### config.mk
export PLATFORM = sky130hd
export DESIGN_NAME = ingress_fifo
export DESIGN_NICKNAME = d
export VERILOG_FILES = /design/src/rtl/ingress_fifo.sv
export SDC_FILE = /design/constraint.sdc
export NUM_CORES = 1
export LEC_CHECK = 0
export CORE_ASPECT_RATIO = 0.75
export CORE_UTILIZATION = 25
export CTS_CLUSTER_SIZE = 20
export DETAILED_ROUTE_END_ITERATION = 10
export PLACE_DENSITY_LB_ADDON = 0.25
export SLEW_MARGIN = 20
export SYNTH_ARGS = -nofsm -noshare
export SYNTH_HDL_FRONTEND = slang
export SYNTH_SLANG_ARGS = --single-unit
### constraint.sdc
create_clock -name clk -period 3.49 [get_ports clk]
set_input_delay 0.349 -clock clk [delete_from_list [all_inputs] [get_ports clk]]
set_output_delay 0.349 -clock clk [all_outputs]
set_load 0.01 [all_outputs]
### src/rtl/ingress_fifo.sv
// Ingress FIFO with show-ahead head output, zeroed head when empty,
// accepted write-on-full when a read frees a slot, and a saturating drop counter.
module ingress_fifo #(
    parameter int WIDTH = 8,
    parameter int DEPTH = 16
) (
    input  logic                     clk,
    input  logic                     reset,
    input  logic [WIDTH-1:0]         data_in,
    input  logic                     wrreq,
    output logic                     full,
    input  logic                     rdreq,
    output logic [WIDTH-1:0]         q,
    output logic                     empty,
    output logic [$clog2(DEPTH):0]   usedw,
    output logic [7:0]               drop_cnt
);

    localparam int AW = $clog2(DEPTH);
    localparam int UW = AW + 1;

    logic [WIDTH-1:0] mem_q [DEPTH];

    logic [AW-1:0] rd_ptr_q, rd_ptr_d;
    logic [AW-1:0] wr_ptr_q, wr_ptr_d;
    logic [UW-1:0] usedw_q, usedw_d;
    logic [7:0]    drop_q, drop_d;

    logic rd_ok;
    logic wr_ok;
    logic drop;

    assign empty    = (usedw_q == UW'(0));
    assign full     = (usedw_q == UW'(DEPTH));
    assign usedw    = usedw_q;
    assign drop_cnt = drop_q;

    // Idle head reads as zero so the scheduler sees destination 00.
    assign q = empty ? '0 : mem_q[rd_ptr_q];

    always_comb begin
        rd_ok    = rdreq & ~empty;
        wr_ok    = wrreq & (~full | rd_ok);
        drop     = wrreq & ~wr_ok;
        rd_ptr_d = rd_ptr_q;
        wr_ptr_d = wr_ptr_q;
        usedw_d  = usedw_q;
        drop_d   = drop_q;

        if (rd_ok) begin
            rd_ptr_d = rd_ptr_q + AW'(1);
        end
        if (wr_ok) begin
            wr_ptr_d = wr_ptr_q + AW'(1);
        end

        unique case ({wr_ok, rd_ok})
            2'b10:   usedw_d = usedw_q + UW'(1);
            2'b01:   usedw_d = usedw_q - UW'(1);
            default: usedw_d = usedw_q;
        endcase

        if (drop && (drop_q != 8'hFF)) begin
            drop_d = drop_q + 8'd1;
        end
    end

    always_ff @(posedge clk) begin
        if (reset) begin
            rd_ptr_q <= '0;
            wr_ptr_q <= '0;
            usedw_q  <= '0;
            drop_q   <= '0;
        end else begin
            rd_ptr_q <= rd_ptr_d;
            wr_ptr_q <= wr_ptr_d;
            usedw_q  <= usedw_d;
            drop_q   <= drop_d;
        end
    end

    // Storage is not reset; a full-plus-read write lands in the slot being freed.
    always_ff @(posedge clk) begin
        if (!reset && wr_ok) begin
            mem_q[wr_ptr_q] <= data_in;
        end
    end

endmodule

Word level (Yosys, flattened, before mapping)
Memories as Yosys holds them, arrays and structs flattened. A register that Yosys moved wholly into a read port is not among the register bits.
Cells that the tools add are included.
- logic and storage cells: 32
- input port bits: 12
- memories kept: 1
- bits in writable memories: 128
- register bits: 21
- memory list (memory ; words ; bits a word ; rd ports ; clocked after Yosys merged registers in ; write ports ; RTL line ; RTL):
    mem_q ; 16 ; 8 ; 1 ; 1 ; 1 ; 22 ; logic [WIDTH-1:0] mem_q [DEPTH];
- eq/ne operators: 4
- reductions and logical operators: 5
- bitwise operators: 7
- $add $sub $neg: 5
- muxes and demuxes: 6
- operator list (cell ; count):
    $pmux W5 S2 ; 1
    $add A4 B1 Y4 const B ; 2
    $add A8 B1 Y8 const B ; 1
    $mux W4 ; 2
    $mux W8 ; 1
    $ne A8 B8 Y1 const B ; 1
    $add A5 B1 Y5 const B ; 1
    $eq A5 B5 Y1 const B ; 1
    $logic_not A5 Y1 ; 1
    $sub A5 B1 Y5 const B ; 1
    $and A1 B1 Y1 ; 3
    $not A1 Y1 ; 3
    $eq A2 B1 Y1 const B ; 1
    $eq A2 B2 Y1 const B ; 1
    $logic_and A1 B1 Y1 ; 2
    $mux W1 ; 2
    $reduce_bool A2 Y1 ; 1
    $logic_not A1 Y1 ; 1
    $or A1 B1 Y1 ; 1

Logic depth before layout (Yosys ltp)
- depth in word-level cells: 8
- depth in mapped cells: 9
- depth with buffers taken out: 8

Worst setup path before layout
Ideal clock, no wire load.
- path type: register to register
- start: register usedw_q[0], in the netlist usedw[0]
- end: register usedw_q[4], in the netlist usedw[4]
- data arrival time: 2.714 ns
- stages on the path, launching flop included: 10
- library setup time: 0.134 ns
- required time: 3.356 ns
- clock period less this slack: 2.848 ns
- path slack: 0.642 ns
- cell sequence: dfxtp_1 > or4_4 > clkbuf_1 > o21ai_1 > inv_1 > ha_1 > nand2b_1 > o2bb2ai_1 > a2111oi_0 > or4_1
- cells in the longest elaborated chain, start to end: 7
- elaborated cells on any way between the ends: 13
- those cells by class: add/sub: 2; eq/ne: 3; mux: 1; bitwise: 5; reduce/logical: 2
- ends and longest elaborated chain (element ; RTL line ; RTL):
    start, declared ; 26 ; logic [UW-1:0] usedw_q, usedw_d;
    start signal, assigned ; 77 ; usedw_q <= usedw_d;
    $logic_not A5 Y1 ; 33 ; assign empty = (usedw_q == UW'(0));
    $not A1 Y1 ; 42 ; rd_ok = rdreq & ~empty;
    $and A1 B1 Y1 ; 42 ;
    $or A1 B1 Y1 ; 43 ; wr_ok = wrreq & (~full | rd_ok);
    $and A1 B1 Y1 ; 43 ;
    $eq A2 B1 Y1 / $eq A2 B2 Y1 (equally long branches) ; 57 ; unique case ({wr_ok, rd_ok})
    $pmux W5 S2 / $reduce_bool A2 Y1 (equally long branches) ; -- ;
Several ways; a longest one is shown, not always the timed one.
A chain may end at the register's enable or synchronous reset.

==> metrics.yaml <==
route:
  vias: 3539
  postRouteWirelength_um: 13100
  postRouteAntennaNets: 0
  amount_of_wire_on_met3_after_detailed_routing_um: 581
  drt_first_iter_violations: 187
  wire_per_inst_um: 16.7
  drc: 0
  routed.top_layer: "met4"
  drt-met1-wl_um: 6350
  route.met2.wl_um: 6060
  detail_route.first_pass.iterations: 4
  post_drt_via_cell_ratio: 4.52
critical_path:
  worst_ep_required_time_ns: 3.14
  cp_data_arrival_time_ns: 2.74
  timing.critical_path.to: "q[4]"
  timing.critical_path.slowest_stage_cell: "clkdlybuf4s50_1"
  worst-r2r-cell-count: 7
  critical_path.n_buffers_inverters: 3
  critical_path_cell_count: 6
  critical_path_fanout_max: 19
  endpoint_kind: "output port"
  setup.worst_path.class: "flip-flop to output port"
  worstPathCellList: "buf_4 -> buf_4 -> mux4_2 -> mux2i_1 -> a211oi_1 -> clkdlybuf4s50_1"
  worst_setup_path_start_kind: "flip-flop"
  regToRegEndpoint: "usedw[4]"
  cpMostUsedCell: "buf_4"
  max_stage_delay_ns: 0.53
  cpLargestDelayFamily: "buffers and inverters"
  r2r-start: "usedw[0]"
  setup.reg_to_reg.worst_slack_ns: 0.51
hold_path:
  timing.hold.worst.class: "flip-flop to flip-flop"
finish:
  drive_above_1_share_pct: 20.8
  multi_input_area_sq_um: 1840
  antenna-diode-count: 0
  layout.cells.most_common: "edfxtp_1"
  mostFrequentLayoutCells: "edfxtp_1, clkdlybuf4s50_1, nor2_1, mux4_2, dfxtp_1"
  area.growth.synth_to_final_pct: 22.4
  final-seq-area_sq_um: 4350
  nFillCells: 2423
  layout.nets: 462
sta:
  finalClockSkew_ns: 0.0119
  setup-tns-final_ns: 0
  unrepaired_setup_endpoints_after_global_routing: "false"
  timing.final.max_slew_violations: 0
  tightestPinTransition_ns: 0.967
  setup_violations: 0
  post-route-period-util_pct: 88.6
  timing.final.hold_violations: 0
  clock.fmax_mhz: 324
  slew_headroom_pct: 35.0
  layout_min_cycle_time_ns: 3.09
  final_layout_worst_hold_slack_ns: 0.526
synth:
  synth-seq-cells: 153
  async_reset_ff_share_pct: 0
  ys_dominant_reg_cell: "edfxtp_1"
  synth_enable_flop_cells: 128
  syn_area_sq_um: 6320
  yosysTopAreaCell: "edfxtp_1"
  netlist_instances: 384
  synth_area_per_cell_sq_um: 16.4
  top_cells_by_area_in_the_synthesized_netlist: "edfxtp_1, mux4_2, dfxtp_1"
  synth_top_cell_area_share_pct: 60.9
  synthesis.nets: 406
  yosys_warnings: 0
  synth_cell_types: 41
  sequential_cell_area_fraction_in_the_yosys_report_pct: 68.8
clock_network:
  cts_buffers: 17
  cts.htree.levels: 4
  tritoncts_clock_tree: "built"
  cts-resized-gates: 0
  number_of_buffers_inserted_by_hold_repair_at_cts: 0
  clock-root-buffer: "clkbuf_16"
  number_of_clock_sinks: 153
  post_cts.repair.setup_buffers: 0
  clk_pin_slew_ns: 0.06
  max-clock-path-buffers: 2
  worstSkewPairLatency_ns: 0.42
die:
  core.rowCount: 49
  ios: 35
  die_y_um: 140
  floorplan.core_area_sq_um: 24400
  initial_core_util_pct: 25.9
  die_width_um: 186
  die_area_sq_um: 25900
global_route:
  grt.total_usage_pct: 10.8
  grt_remaining_overflow: 0
  pin_count_of_the_biggest_net_entering_global_routing: 30
  grt_first_pass_wirelength_um: 20900
  first_global_vias: 3756
  antenna_found_initial: 0
placed_design:
  globalplace.congestion: 0.780
  dp_hpwl_um: 8890
  port_buffers: 34
run:
  maxCapViolations: 0
power:
  power.leakage_nw: 2.42
  fin_total_pwr_mw: 4.90
  vdd_drop_max_mv: 0.384
  power_density_nw_per_um2: 634
status:
  run_status: "complete, no violations"
layout make-up:
type                       instances  share of cell area, %
timing repair buffer              58                   6.90
clock inverter                    14                   1.67
tap                              331                   5.36
sequential                       153                   56.2
clock buffer                      17                   5.50
multi-input combinational        200                   23.9
inverter                          10                  0.486
routing by layer:
| layer | up-vias | global-route usage, % |
|---|---|---|
| met4 | 0 | 3.71 |
| met3 | 10 | 2.38 |
| met1 | 1815 | 15.0 |
| met2 | 79 | 16.7 |
| li1 | 1635 | - |
| met5 | - | 0 |
cell usage after synthesis, drive strengths merged, types with 4 or more instances:
| library cell | n |
|---|---|
| edfxtp | 128 |
| nor2 | 33 |
| mux4 | 32 |
| dfxtp | 25 |
| a211oi | 18 |
| clkbuf | 14 |
| nor2b | 13 |
| mux2i | 12 |
| inv | 10 |
| nand3 | 10 |
| a21oi | 9 |
| ha | 9 |
| buf | 7 |
| o21ai | 7 |
| nand2 | 6 |
| nand4 | 4 |
| nor3 | 4 |
| nor4 | 4 |
| o21a | 4 |
| o31ai | 4 |
| or4 | 4 |
| xor2 | 4 |
flip-flops by register name (all words and copies together), names as in the netlist, named ones only:
name	flops
mem_q	128
drop_cnt	8
wr_ptr_q	4
rd_ptr_q	4
usedw	5
through the flow:
stage	std cells	worst slack, ns	utilization (%)	instance area, sq um
after global placement	752	0.647	29.4	7170
final	783	0.399	31.7	7730
after CTS	783	0.338	31.7	7730
after detailed placement	752	0.523	29.4	7170
after global routing	783	0.197	31.7	7730
after floorplan	384	0.642	-	6320
how the worst min path moves through the flow:
| stage | start | end | slack (ns) | depth (start not counted) |
|---|---|---|---|---|
| final | drop_cnt[4] | drop_cnt[4] | 0.53 | 2 |
| after global placement | drop_cnt[6] | drop_cnt[6] | 0.52 | 1 |
| after CTS | drop_cnt[4] | drop_cnt[4] | 0.53 | 2 |
| after floorplan | data_in[0] | mem_q[0][0] | 0.45 | 0 |
| after detailed placement | drop_cnt[4] | drop_cnt[4] | 0.51 | 2 |
| after global routing | drop_cnt[6] | drop_cnt[6] | 0.56 | 1 |
worst register-to-register path: stages, from the launching register on:
cell and delay, ns:
dfxtp_1 0.36, or4_4 0.63, o21ai_1 0.36, inv_1 0.22, ha_1 0.37, o2bb2ai_1 0.27, a2111oi_0 0.11, or4_1 0.53
power breakdown:
part	internal (mW)	total, mW	leakage [nW]	switching, mW
Sequential	2.03	2.10	1.36	0.0626
Combinational	0.530	1.09	0.795	0.558
Clock	0.936	1.71	0.265	0.779
logic make-up after synthesis:
logic type,count (synthesis),synth area share (%)
adders and majority gates,10,2.10
AOI/OAI and AO/OA,49,5.25
buffers and inverters,31,2.02
xor gates and xnor gates,6,0.832
muxes,47,13.8
DFF,153,68.8
and+or+nand+nor,88,7.17
Note: power is estimated with default switching activity, not from simulation.
